File: config.mk
export PLATFORM = sky130hd
export DESIGN_NAME = fetch_ctrl
export DESIGN_NICKNAME = d
export VERILOG_FILES = /design/src/rtl/fetch_pkg.sv /design/src/rtl/instr_hold_reg.sv /design/src/rtl/fetch_ctrl.sv
export SDC_FILE = /design/constraint.sdc
export NUM_CORES = 1
export LEC_CHECK = 0
export ABC_AREA = 1
export CORE_MARGIN = 4
export CORE_UTILIZATION = 46
export DETAILED_ROUTE_END_ITERATION = 10
export PLACE_DENSITY = 0.85
export SETUP_SLACK_MARGIN = 0.1
export SLEW_MARGIN = 20
export SYNTH_ARGS = -nofsm -noshare
export SYNTH_HDL_FRONTEND = slang
export SYNTH_SLANG_ARGS = --single-unit
File: constraint.sdc
create_clock -name clk -period 5.4 [get_ports clk]
set_clock_uncertainty 0.2 [all_clocks]
set_input_delay 1.62 -clock clk [delete_from_list [all_inputs] [get_ports clk]]
set_output_delay 1.62 -clock clk [all_outputs]
set_load 0.05 [all_outputs]
File: src/rtl/fetch_pkg.sv
// Shared definitions for the instruction-fetch controller: FSM states and
// PC-mux select encodings.
package fetch_pkg;

    typedef enum logic [2:0] {
        IDLE = 3'd0,
        REQ  = 3'd1,
        WAIT = 3'd2,
        HOLD = 3'd3,
        DROP = 3'd4
    } fetch_state_t;

    localparam logic [1:0] PC4  = 2'b00;
    localparam logic [1:0] PCB  = 2'b01;
    localparam logic [1:0] PCJR = 2'b10;

endpackage

File: src/rtl/instr_hold_reg.sv
// Load-enabled, clearable register that parks a fetched instruction while
// the decode stage is stalled.
module instr_hold_reg #(
    parameter int ADDR_W = 32
) (
    input  logic              clk,
    input  logic              clr,
    input  logic              ld,
    input  logic [ADDR_W-1:0] d,
    output logic [ADDR_W-1:0] q
);

    always_ff @(posedge clk) begin
        if (clr) begin
            q <= '0;
        end else if (ld) begin
            q <= d;
        end
    end

endmodule

File: src/rtl/fetch_ctrl.sv
// Instruction-fetch controller: issues one memory request at a time, delivers
// or parks the response, and applies branch/jalr redirects in the same cycle.
module fetch_ctrl
    import fetch_pkg::*;
#(
    parameter int ADDR_W = 32
) (
    input  logic              clk,
    input  logic              rst,
    output logic              im_req,
    output logic [ADDR_W-1:0] im_addr,
    input  logic              im_ready,
    input  logic              im_rvalid,
    input  logic [ADDR_W-1:0] im_rdata,
    input  logic [ADDR_W-1:0] pc_cur,
    input  logic              redirect,
    input  logic [1:0]        redirect_sel,
    input  logic              hazard_stall,
    output logic              pc_write,
    output logic [1:0]        branch_ctrl,
    output logic              ifid_write,
    output logic              instr_flush,
    output logic [ADDR_W-1:0] instr_out
);

    fetch_state_t      state;
    fetch_state_t      state_nxt;
    logic              stale;
    logic              stale_nxt;
    logic              deliver_wait;
    logic              deliver_hold;
    logic              hold_ld;
    logic              hold_clr;
    logic [ADDR_W-1:0] hold_q;

    assign deliver_wait = (state == WAIT) && im_rvalid && !redirect && !hazard_stall;
    assign deliver_hold = (state == HOLD) && !redirect && !hazard_stall;
    assign hold_ld      = (state == WAIT) && im_rvalid && !redirect && hazard_stall;
    assign hold_clr     = !rst || ((state == HOLD) && (redirect || !hazard_stall));

    instr_hold_reg #(
        .ADDR_W(ADDR_W)
    ) u_hold (
        .clk(clk),
        .clr(hold_clr),
        .ld (hold_ld),
        .d  (im_rdata),
        .q  (hold_q)
    );

    // A redirect while a request is still unaccepted cannot retract it (address
    // must stay stable), so its eventual response is marked stale and dropped.
    always_comb begin
        state_nxt = state;
        stale_nxt = stale;
        case (state)
            IDLE: state_nxt = REQ;
            REQ: begin
                if (im_ready) begin
                    state_nxt = (stale || redirect) ? DROP : WAIT;
                    stale_nxt = 1'b0;
                end else if (redirect) begin
                    stale_nxt = 1'b1;
                end
            end
            WAIT: begin
                if (im_rvalid) begin
                    state_nxt = (!redirect && hazard_stall) ? HOLD : REQ;
                end else if (redirect) begin
                    state_nxt = DROP;
                end
            end
            HOLD: begin
                if (redirect || !hazard_stall) begin
                    state_nxt = REQ;
                end
            end
            DROP: begin
                if (im_rvalid) begin
                    state_nxt = REQ;
                end
            end
            default: state_nxt = IDLE;
        endcase
    end

    always_ff @(posedge clk) begin
        if (!rst) begin
            state   <= IDLE;
            stale   <= 1'b0;
            im_req  <= 1'b0;
            im_addr <= '0;
        end else begin
            state  <= state_nxt;
            stale  <= stale_nxt;
            im_req <= (state_nxt == REQ);
            if ((state_nxt == REQ) && (state != REQ)) begin
                im_addr <= pc_cur;
            end
        end
    end

    // Pipeline controls are combinational so redirects and deliveries act in
    // the cycle they occur; everything is forced low while reset is held.
    always_comb begin
        pc_write    = 1'b0;
        branch_ctrl = PC4;
        ifid_write  = 1'b0;
        instr_flush = 1'b0;
        instr_out   = '0;
        if (rst) begin
            if (redirect) begin
                pc_write    = 1'b1;
                branch_ctrl = redirect_sel;
                ifid_write  = 1'b1;
                instr_flush = 1'b1;
            end else if (deliver_wait || deliver_hold) begin
                pc_write   = 1'b1;
                ifid_write = 1'b1;
                instr_out  = deliver_wait ? im_rdata : hold_q;
            end else if ((state != IDLE) && !hazard_stall) begin
                ifid_write  = 1'b1;
                instr_flush = 1'b1;
            end
        end
    end

endmodule

==> impl_metrics.ini <==
[status]
status = finished, final reports clean

[routing]
drc_errors = 0
wl_per_cell_um = 14.7
num_vias = 4030
vias_per_cell = 5.34
detail-route-antenna-nets = 0
drt_wl_total_um = 11100
drt-initial-drc-count = 286
firstDrtPassIters = 7

[layout]
fin_nets = 722
fin_util = 0.757
fillers = 558
synthToLayoutAreaGrowth_pct = 60.3
drive_gt1_frac = 0.119
diodes = 0

[clocking]
cts_hold_buffers = 0
cts-root-buf = clkbuf_8
cts.htree.levels = 3
cts_resized = 0
cts_tree = yes
cts-buffers-inserted = 9
clk_latency_ns = 0.34
postCtsSetupBuffers = 0
numClockSinks = 69
path_clk_slew_ns = 0.07
clockBufferDepth = 2

[worst_setup_path]
worstSetupStartpointType = input port
path_max_fanout = 19
path_class = in2out
timing.rr.end = im_addr[17]$_SDFFE_PN0P_
r2r_slack_ns = 2.87
worstReg2RegStart = state[1]$_SDFF_PN0_
end_kind = output port
r2r_cells = 10
critPathArrivalTime_ns = 3.29
crit_required_ns = 3.58

[global_routing]
grt_pass1_vias = 3746
grt_usage = 0.245
antenna_found_initial = 0
grt_max_degree = 67
grt_pass1_wl_um = 17300
grt-ovfl-total = 0

[power_and_ir_drop]
power.leakage_nw = 2.17
power_frac_comb = 0.294
worst_ir_drop_vdd_uv = 223
clkPwrFrac = 0.324
p_int_mw = 0.988
p_per_area_mw_per_mm2 = 272
swShare = 0.338
seq_power_share = 0.383
p_sw_mw = 0.504

[die]
die_h_um = 94.3
fp.coreArea_mm2 = 0.00725
initial_core_util = 0.472
row_count = 31
die_x_um = 94.3
pin_count = 142
die-area_mm2 = 0.00889

[sta]
final.setup.worst_slack_ns = 0.291
clock.fmax_mhz = 196
hold_viol_final = 0
finalSetupTns_ns = 0
tightest_slew_ns = 1.01
finalMaxSlewViolations = 0
timing.hold.ws_ns = 0.263
fin_crit_ns = 5.11
slew_headroom = 0.329
setup_violations = 0
fin_crit_sh = 0.946
rsz0062_at_grt = false

[placed_design]
dp_hpwl_um = 7920
place_congestion = 0.877
dp_slack_ns = 0.335
portBuffers = 141

[synthesis]
avgSynthCellArea_um2 = 6.50
ys_seq_area_frac = 0.403
synth_fp_nets = 599
yosys_warnings = 0
synth_seq_cells = 69
ys_types = 21
netlist_area_mm2 = 0.00342
synth_cells = 527

[min_path]
worstHoldPathType = reg2reg
hp-start = u_hold.q[23]$_SDFFE_PP0P_
hold-path-cell-count = 2
min_to = u_hold.q[23]$_SDFFE_PP0P_

[job]
max_cap_violations = 0
[cell usage after synthesis]
master,count,area share
nand2_1,147,0.16
a21oi_1,99,0.14
dfxtp_1,69,0.40
inv_1,43,0.047
nor2_1,42,0.046
nand3_1,37,0.054
nand4_1,32,0.058
clkbuf_1,24,0.026
buf_1,6,0.0066
buf_2,6,0.0088
buf_4,6,0.013
inv_2,4,0.0044
o21ai_0,3,0.0044
nand3_2,2,0.0058
a21oi_2,1,0.0026
nor2_2,1,0.0018
nor2_4,1,0.0033
nor3_1,1,0.0015
nor3_2,1,0.0029
o21ai_1,1,0.0015
o31ai_1,1,0.0022
[routing by layer]
layer  vias up  global-route usage  wire length, µm
li1       1969                   -                -
met1      1849               0.268             4130
met2       186               0.440             5800
met3        26              0.0841             1000
met4         0              0.0770              181
met5         -                   0                0
[area by class of cell]
cell class              instances  area [µm²]  share of cell area
multi-input cells             369        1700               0.309
clock buffers                  10         138              0.0251
flip-flops and latches         69        1380               0.252
inverters                      47         176              0.0321
repair buffers                154        1880               0.342
clock inverters                 6        93.8              0.0171
well taps                      99         124              0.0226
[cell families (layout without fill, tap and decap cells)]
family          after synthesis  count (layout)  synth area share
compound gates              105             105             0.155
buf+inv                      89             217             0.106
flops                        69              69             0.403
simple gates                264             264             0.335
[metrics by stage]
stage	area (µm²)	instances	power [mW]
3_3_place_gp	5250	738	1.01
5_1_grt	5490	754	1.56
4_1_cts	5480	754	1.50
6_report	5490	754	1.49
3_5_place_dp	5250	738	1.02
2_1_floorplan	3420	527	0.856
[worst max-delay path by stage]
stage | end | depth (start not counted) | slack [ns] | from
final | instr_out[28] | 8 | 0.29 | redirect
after global routing | instr_out[17] | 8 | 0.14 | redirect
after CTS | instr_out[8] | 6 | 0.32 | hazard_stall
after floorplan | instr_flush | 6 | 0.32 | im_rvalid
after global placement | instr_out[29] | 8 | 0.38 | redirect
after detailed placement | instr_out[8] | 6 | 0.34 | hazard_stall
[cell usage in the layout, fill, tap and decap left out]
cell,instances
nand4_1,32
inv_6,2
nand2_4,1
clkinv_4,1
nor2_1,42
nor3_1,1
nor2_2,1
nand2_1,146
nor2_4,1
o31ai_1,1
clkinvlp_4,1
buf_12,37
dfxtp_1,69
a21oi_1,99
clkbuf_8,10
inv_2,4
buf_4,13
inv_1,43
nand3_1,37
a21oi_2,1
o21ai_0,3
nand3_2,2
clkdlybuf4s50_1,104
bufinv_16,2
nor3_4,1
o21ai_2,1
[sequential cells by signal (all words and copies together), names as in the netlist]
| register | flops |
|---|---|
| stale | 1 |
| im_addr | 32 |
| im_req | 1 |
| u_hold.q | 32 |
| state | 3 |
[power by group through the flow]
stage          sequential (mW)  combinational [mW]  clock, mW
2_1_floorplan            0.708               0.148          0
3_3_place_gp             0.579               0.430          0
3_5_place_dp             0.582               0.439          0
4_1_cts                  0.571               0.440      0.493
5_1_grt                  0.575               0.468      0.520
6_report                 0.571               0.438      0.483
[worst max-delay path: stages]
cell and delay, ns:
clkdlybuf4s50_1 0.54, inv_2 0.16, o21ai_0 0.09, inv_1 0.08, nand3_1 0.09, buf_4 0.23
a21oi_1 0.29, buf_12 0.18
Note: power is estimated with default switching activity, not from simulation.
